## config.mk

```make
export PLATFORM = sky130hd
export DESIGN_NAME = mult_seq_ctrl
export DESIGN_NICKNAME = d
export VERILOG_FILES = /design/src/rtl/mult_seq_ctrl.sv
export SDC_FILE = /design/constraint.sdc
export NUM_CORES = 1
export LEC_CHECK = 0
export BUFFER_PORTS_ARGS = -buffer_cell sky130_fd_sc_hd__buf_2
export CELL_PAD_IN_SITES_DETAIL_PLACEMENT = 1
export CELL_PAD_IN_SITES_GLOBAL_PLACEMENT = 2
export CORE_ASPECT_RATIO = 0.5
export CORE_MARGIN = 4
export CORE_UTILIZATION = 35
export DETAILED_ROUTE_END_ITERATION = 6
export GPL_ROUTABILITY_DRIVEN = 0
export PLACE_DENSITY = 0.84
export SYNTH_ARGS = -nofsm -noshare
export SYNTH_HDL_FRONTEND = slang
export SYNTH_SLANG_ARGS = --single-unit
export TNS_END_PERCENT = 5
```

## constraint.sdc

```tcl
create_clock -name clk -period 10.9 [get_ports clk]
set_input_delay 1.09 -clock clk [delete_from_list [all_inputs] [get_ports clk]]
set_output_delay 1.09 -clock clk [all_outputs]
set_load 0.005 [all_outputs]
```

## src/rtl/mult_seq_ctrl.sv

```systemverilog
// Sequential 2N x 2N multiplier: four N+1-bit signed partial products are issued to an
// external fixed-latency DSP slice, then shifted and summed as they return.

module mult_seq_slice #(
  parameter int N = 8
) (
  input  logic [2*N-1:0] op,
  input  logic           sel_hi,
  input  logic           sign,
  input  logic           en,
  output logic [N:0]     ext
);

  // Low halves are always magnitudes; only the high half carries the sign.
  always_comb begin
    ext = '0;
    if (en) begin
      if (sel_hi) ext = {sign & op[2*N-1], op[2*N-1:N]};
      else        ext = {1'b0, op[N-1:0]};
    end
  end

endmodule

module mult_seq_ctrl #(
  parameter int N   = 8,
  parameter int LAT = 2
) (
  input  logic           clk,
  input  logic           rst,
  input  logic           in_valid,
  output logic           in_ready,
  input  logic           in_sign,
  input  logic [2*N-1:0] in_a,
  input  logic [2*N-1:0] in_b,
  output logic           out_valid,
  input  logic           out_ready,
  output logic [4*N-1:0] out_p,
  output logic           dsp_valid,
  output logic [N:0]     dsp_a,
  output logic [N:0]     dsp_b,
  input  logic [2*N+1:0] dsp_p
);

  typedef enum logic [1:0] {IDLE, ISSUE, DRAIN, DONE} state_t;

  typedef struct packed {
    logic           sign;
    logic [2*N-1:0] a;
    logic [2*N-1:0] b;
  } req_t;

  state_t state, state_nxt;
  req_t   req_q;
  logic [1:0]     k;
  logic [4*N-1:0] acc;
  logic [4*N-1:0] pp_ext;
  logic [4*N-1:0] pp_sh;
  logic [4*N-1:0] acc_nxt;
  logic           accept;
  logic           emerge;
  logic [1:0]     emerge_k;
  logic           last_in;

  // Tag pipeline: index 0 is the live issue, index LAT lines up with dsp_p.
  logic [LAT:1]      vld_q;
  logic [LAT:1][1:0] k_q;
  logic [LAT:0]      vld_pipe;
  logic [LAT:0][1:0] k_pipe;

  assign vld_pipe = {vld_q, dsp_valid};
  assign k_pipe   = {k_q, k};
  assign emerge   = vld_pipe[LAT];
  assign emerge_k = k_pipe[LAT];
  assign last_in  = emerge && (emerge_k == 2'd3);

  assign in_ready  = (state == IDLE) && !rst;
  assign accept    = in_valid && in_ready;
  assign dsp_valid = (state == ISSUE);
  assign out_valid = (state == DONE);

  // Operand slice selection: k[1] picks the A half, k[0] picks the B half.
  logic [1:0][2*N-1:0] ops;
  logic [1:0]          sel;
  logic [1:0][N:0]     ext;

  assign ops[0] = req_q.a;
  assign ops[1] = req_q.b;
  assign sel[0] = k[1];
  assign sel[1] = k[0];

  for (genvar g = 0; g < 2; g++) begin : g_slice
    mult_seq_slice #(.N(N)) u_slice (
      .op     (ops[g]),
      .sel_hi (sel[g]),
      .sign   (req_q.sign),
      .en     (dsp_valid),
      .ext    (ext[g])
    );
  end

  assign dsp_a = ext[0];
  assign dsp_b = ext[1];

  assign pp_ext = {{(2*N-2){dsp_p[2*N+1]}}, dsp_p};

  always_comb begin
    pp_sh = pp_ext;
    case (emerge_k)
      2'd0:       pp_sh = pp_ext;
      2'd1, 2'd2: pp_sh = pp_ext << N;
      default:    pp_sh = pp_ext << (2*N);
    endcase
    acc_nxt = acc + pp_sh;
  end

  always_comb begin
    state_nxt = state;
    case (state)
      IDLE:    if (accept)    state_nxt = ISSUE;
      ISSUE:   if (k == 2'd3) state_nxt = DRAIN;
      DRAIN:   if (last_in)   state_nxt = DONE;
      DONE:    if (out_ready) state_nxt = IDLE;
      default:                state_nxt = IDLE;
    endcase
  end

  always_ff @(posedge clk) begin
    if (rst) begin
      state <= IDLE;
      k     <= '0;
      vld_q <= '0;
      k_q   <= '0;
      acc   <= '0;
      out_p <= '0;
      req_q <= '0;
    end else begin
      state <= state_nxt;
      k     <= (state == ISSUE) ? k + 2'd1 : 2'd0;
      vld_q <= vld_pipe[LAT-1:0];
      k_q   <= k_pipe[LAT-1:0];
      if (accept) begin
        req_q <= '{sign: in_sign, a: in_a, b: in_b};
        acc   <= '0;
      end else if (emerge) begin
        acc <= acc_nxt;
      end
      if ((state == DRAIN) && last_in) out_p <= acc_nxt;
    end
  end

endmodule

```

==> Yosys cells after proc, flatten, opt, wreduce, memory -nomap -nowiden <==
Cells that the tools add are included.
{ "word_totals": {"input_bits": 55, "reg_bits": 107, "out_inout_bits": 53, "elab_cells": 47} }
{ "classes": {"bitwise_logic": 3, "n_addsub": 2, "muxes": 10, "reduce_logical": 11, "n_eq_ne": 11} }
{ "ops": {"columns": ["operator", "count"], "rows": [
  ["32-bit one-hot mux with 2 select lines", 1],
  ["9-bit two-way mux", 4],
  ["32-bit adder", 1],
  ["2-bit equality test, second input constant", 5],
  ["2-bit two-way mux", 4],
  ["2-bit one-hot mux with 4 select lines", 1],
  ["2-bit OR reduction", 3],
  ["2-bit by 1-bit equality test with 1-bit output, second input constant", 2],
  ["1-bit logical AND", 4],
  ["2-bit zero test", 2],
  ["2-bit by 1-bit inequality test with 1-bit output, second input constant", 2],
  ["2-bit inequality test, second input constant", 2],
  ["4-bit AND reduction", 1],
  ["2-bit by 1-bit adder with 2-bit output, second input constant", 1],
  ["1-bit bitwise AND", 2],
  ["1-bit zero test", 1],
  ["1-bit inverter", 1]
]} }

==> Logic depth before layout (Yosys ltp) <==
{ "logic_depth": {"ltp_word": 5, "ltp_mapped": 16, "depth_no_buf": 14} }

==> Cells and area by module <==
A second synthesis with hierarchy kept.
{ "unflattened": {"hier_cells": 858, "area_unflattened_um2": 6603.8} }
{ "modules_own_cells": {"columns": ["module", "seq_area_each_um2", "instances", "area_per_inst_um2", "cells_each"], "rows": [
  ["mult_seq_ctrl", 2142.1, 1, 6301.0, 822],
  ["mult_seq_slice", 0.0, 2, 151.4, 18]
]} }

==> Worst setup path after synthesis <==
Ideal clock, no wire load.
{ "synth_timing": {"path_kind": "in2reg", "start": "input port dsp_p[17]", "end": "register acc[27]", "setup_slack_ns": 7.231, "path_stages": 14, "required_time_ns": 10.768, "setup_ns": 0.132, "t_arrival_ns": 3.537, "n_path_buf": 2, "cell_sequence": "and2_1 > clkbuf_1 > a21oi_1 > o21ai_0 > ha_1 > clkbuf_1 > o21ai_0 > nor2_1 > o41ai_1 > a21oi_1 > o311a_1 > nor3_1 > nand3b_1 > a21oi_1"} }
{ "synth_via": {"elab_chain_len": 2} }
{ "synth_rtl": {"columns": ["item", "line", "rtl"], "rows": [
  ["from (decl)", "42", "input logic [2*N+1:0] dsp_p"],
  ["32-bit one-hot mux with 2 select lines", "109", "case (emerge_k)"],
  ["32-bit adder", "114", "acc_nxt = acc + pp_sh;"],
  ["to (signal assigned)", "146", "acc <= acc_nxt;"],
  ["to (decl)", "56", "logic [4*N-1:0] acc;"]
]} }
Every way passes these cells.
A chain may end at the register's enable or synchronous reset.

==> Worst setup path after layout <==
{ "layout_timing": {"start": "register k_q (netlist bit emerge_k[0])", "end": "register acc[24]"} }
{ "layout_via": {"elab_chain_len": 4, "word_cells_on_any_way": 6, "cone_classes": "add/sub (1); eq/ne (2); mux (1); reduce/logical (2)"} }
{ "layout_rtl": {"columns": ["item", "line", "rtl"], "rows": [
  ["from (decl)", "67", "logic [LAT:1][1:0] k_q;"],
  ["from (signal assigned)", "141", "k_q <= k_pipe[LAT-1:0];"],
  ["2-bit by 1-bit equality test with 1-bit output / 2-bit equality test (equally long branches)", "109", null],
  ["2-bit OR reduction", "109", null],
  ["32-bit one-hot mux with 2 select lines (*)", "109", null],
  ["32-bit adder (*)", "114", null]
]} }
Mark *: on every way between the ends. The rest lies on a longest branch, timed or not.

==> impl_summary.md <==
Logic synthesis
The share of synthesized flip-flops with an asynchronous set or reset is 0. The sequential cell area fraction in the yosys report is 0.338. The Yosys warning count is 0.

The number of synthesized register bits is 107. The cell count after synthesis came out at 821. In the post-synthesis netlist, the biggest area contributors are sky130_fd_sc_hd__dfxtp_1 34%, sky130_fd_sc_hd__nand2_1 8.4%, sky130_fd_sc_hd__ha_1 7.9%.

The synthesized netlist contains 64 unique library cells. The dominant cell type by area after synthesis is sky130_fd_sc_hd__dfxtp_1. The number of nets in the synthesized netlist is 917. The per-instance average area after synthesis is slightly below 8 µm². The fraction of post-synthesis cell area in the top cell type by area is 0.338. The cell area after technology mapping is ~6300 µm².

Among all flip-flop cells after synthesis, the most frequent one is sky130_fd_sc_hd__dfxtp_1. The synthesized design contains 0 enable-type register cells.

CTS
Buffers inserted to repair hold after CTS numbered 0. The number of clock buffers added by TritonCTS is 9. The clock tree synthesis step divided the H-tree into 3 levels. Post-CTS timing repair inserted 0 buffers for setup. The clock drives 107 sinks. The clock transition time at the flip-flop clock pins of the worst setup and hold paths is 0.07 ns.

TritonCTS built the clock tree. The later pin in the worst-skew pair is clocked with a latency of 0.37 ns. The root cell of the clock tree is sky130_fd_sc_hd__clkbuf_16. The clock tree buffer depth is 2.

Once the clock tree was built, the resizer swapped 0 gates to a different size.

Cells and area
The share of layout cells above drive strength 1 is 0.166. The layout filler cell count is 2157. For this run, the post-layout net count is 987. The synthesis-to-layout area growth is 15.4%. The number of antenna diodes in the final layout is 0.

Worst setup path
The critical path startpoint category is a flip-flop. The kind of capture point of the worst setup path is a flip-flop. The worst setup path is of the reg2reg kind.

Of all nets on the critical path, the largest fanout is 35. At the worst endpoint, the required time is 11.15 ns. The data arrival time of the critical path is 4.65 ns.

Global routing
The initial antenna violation count is 2. Entering global routing, the biggest net connects between 60 and 70 pins. The total routing resource utilization after global routing is 0.196.

The number of global-route vias before repair is between 6000 and 7000. The global-route wire length before repair is 32100 µm. The global route total overflow is 0.

Status
The flow ran to the end, and the final reports show no timing, DRC or antenna violations.

STA
In this run the tightest slew margin relative to its limit is 0.198. The final cycle utilization of the critical path is 0.403. The total of endpoints with negative setup slack in the final report is 0. Between clock sinks in the finished design, the worst skew comes to about 0.012 ns.

The post-route worst setup slack is 6.50 ns. The pin slew with the least headroom to its limit is 1.20 ns. After routing, the total negative slack on setup checks comes to 0 ns.

The number of hold-slack violations in the final timing report came to 0. The count of final max-slew check failures is 0. After layout, the minimum clock period comes to around 4.4 ns.

For this run, the top clock speed supported by timing is 0.227 GHz. Setup repair after global routing left no endpoint under its margin.

Drt
The detail route stage leaves a number of antenna-violating nets equal to 0. The final routed DRC violation total is 0. The routed layout has 6019 vias.

The first routing iteration left about 190 violations. The post-detailed-route wirelength per cell is approximately 18 µm. The via density per instance is 5.33.

The total iterations of the first detailed-routing run is 4. The final layout contains routed wiring with a total length of between 15000 and 20000 µm.

Floorplanning
The chip width is slightly below 200 µm. The effective utilization at floorplan is 0.361. In this run the core area contains 34 standard-cell rows. In this run the standard cell core region covers 17600 µm². The die area is about 20000 µm². The count of boundary I/O pins is 108. The vertical extent of the die is 103 µm.

Power
In this run the static leakage power is 3.12 nW. For this design the ratio of total power to cell area is 151 nW/µm². Across the VDD grid, the largest voltage drop is a little under 80 µV.

Flow run
The max capacitance violation total is 0.

Placement
Summed over all nets, the half-perimeter wirelength after detailed placement is 14700 µm. At the placement stage, the worst setup path has a slack of 6.53 ns. During placement, the flow inserted port buffers numbering 107.

Min path
The class of the worst hold path is reg2reg.
## layout by cell type, fill, tap and decap left out, types with 13 or more instances in the layout
cell	instances
sky130_fd_sc_hd__a21o_1	17
sky130_fd_sc_hd__a21oi_1	69
sky130_fd_sc_hd__buf_2	107
sky130_fd_sc_hd__dfxtp_1	106
sky130_fd_sc_hd__ha_1	40
sky130_fd_sc_hd__inv_1	15
sky130_fd_sc_hd__mux2i_1	31
sky130_fd_sc_hd__nand2_1	142
sky130_fd_sc_hd__nand3_1	20
sky130_fd_sc_hd__nand4_1	13
sky130_fd_sc_hd__nor2_1	74
sky130_fd_sc_hd__nor2b_1	14
sky130_fd_sc_hd__o21ai_0	60
sky130_fd_sc_hd__xnor2_1	16
## synth_stat cells, drive strengths merged, types with 2 or more instances
cell    number
nand2      142
nand4       13
a31oi        8
xnor2       16
mux2i       31
a211oi      12
nand3b      12
nor3        11
and2        13
and3         9
nor2        74
o211a        2
nor4b        4
nand2b       8
a22oi        9
o211ai       2
a21o        18
or3          3
buf         10
o21a         4
a21oi       70
or4b         4
inv         15
a311o        2
dfxtp      107
o21bai       2
a21boi       4
nand3       20
o21ai       64
ha          40
clkbuf      44
xor2         4
or2          4
nand4b       2
or4          4
a211o        2
nor2b       14
## through the flow
step,utilization,instance area [µm²],power [mW],hold WS (ns),std cells
3_3_place_gp,0.399,7010,0.757,0.422,1114
4_1_cts,0.417,7320,1.12,0.447,1130
5_1_grt,0.417,7320,1.18,0.457,1130
6_report,0.417,7320,1.11,0.443,1130
2_1_floorplan,-,6340,0.674,0.414,821
3_5_place_dp,0.399,7010,0.766,0.428,1114
## critical path, stage by stage, from the launching register on
cell and delay, ns:
sky130_fd_sc_hd__dfxtp_1 0.37, sky130_fd_sc_hd__ha_1 0.85, sky130_fd_sc_hd__nor2b_1 0.25, sky130_fd_sc_hd__and2_1 0.25, sky130_fd_sc_hd__ha_1 0.22, sky130_fd_sc_hd__fa_1 0.43
sky130_fd_sc_hd__a21o_1 0.22, sky130_fd_sc_hd__a311o_1 0.35, sky130_fd_sc_hd__a31oi_2 0.25, sky130_fd_sc_hd__o21ai_2 0.11, sky130_fd_sc_hd__a211o_1 0.35, sky130_fd_sc_hd__a31oi_1 0.35
sky130_fd_sc_hd__or4b_2 0.20, sky130_fd_sc_hd__nand3_1 0.07
## layout make-up
cell class                      count  area, µm²  area share
Clock inverter                      6       72.6     0.00991
Tap cell                          234        293      0.0400
Multi-Input combinational cell    644       3930       0.537
Timing Repair Buffer              113        581      0.0793
Clock buffer                       10        239      0.0326
Sequential cell                   107       2140       0.293
Inverter                           16       60.1     0.00821
## state kept, by name, summed over array words and instances (netlist names)
name	flops
state	2
acc	32
k	2
req_q	1
out_p	32
k_pipe	2
ops	32
emerge_k	2
vld_q	2
## per-layer routing
metal / share of wire / GRT usage / vias up
li1: - / - / 3026
met1: 0.48 / 0.252 / 2856
met2: 0.45 / 0.330 / 105
met3: 0.056 / 0.0599 / 28
met4: 0.013 / 0.0399 / 4
met5: 0.0010 / 0 / -
## cell families after synthesis
kind of cell    synth area share
buf+inv                   0.0430
compound gates             0.204
simple gates               0.255
flops                      0.338
mux                       0.0507
xor+xnor                  0.0276
fa+ha+maj                 0.0820
## where the power goes
group	switching [mW]	internal [mW]	leakage, nW
clock network	0.163	0.188	0.155
logic	0.186	0.113	2.09
registers	0.0268	0.430	0.870
total	0.376	0.731	3.12
## final timing paths
kind                                   from       end  slack [ns]  cells past startpoint
worst max-delay path            emerge_k[0]   acc[24]        6.50                     13
worst min-delay path               vld_q[1]  vld_q[2]        0.44                      1
worst max register to register  emerge_k[0]   acc[24]        6.50                     13
worst min register to register     vld_q[1]  vld_q[2]        0.44                      1
Note: power is estimated with default switching activity, not from simulation.
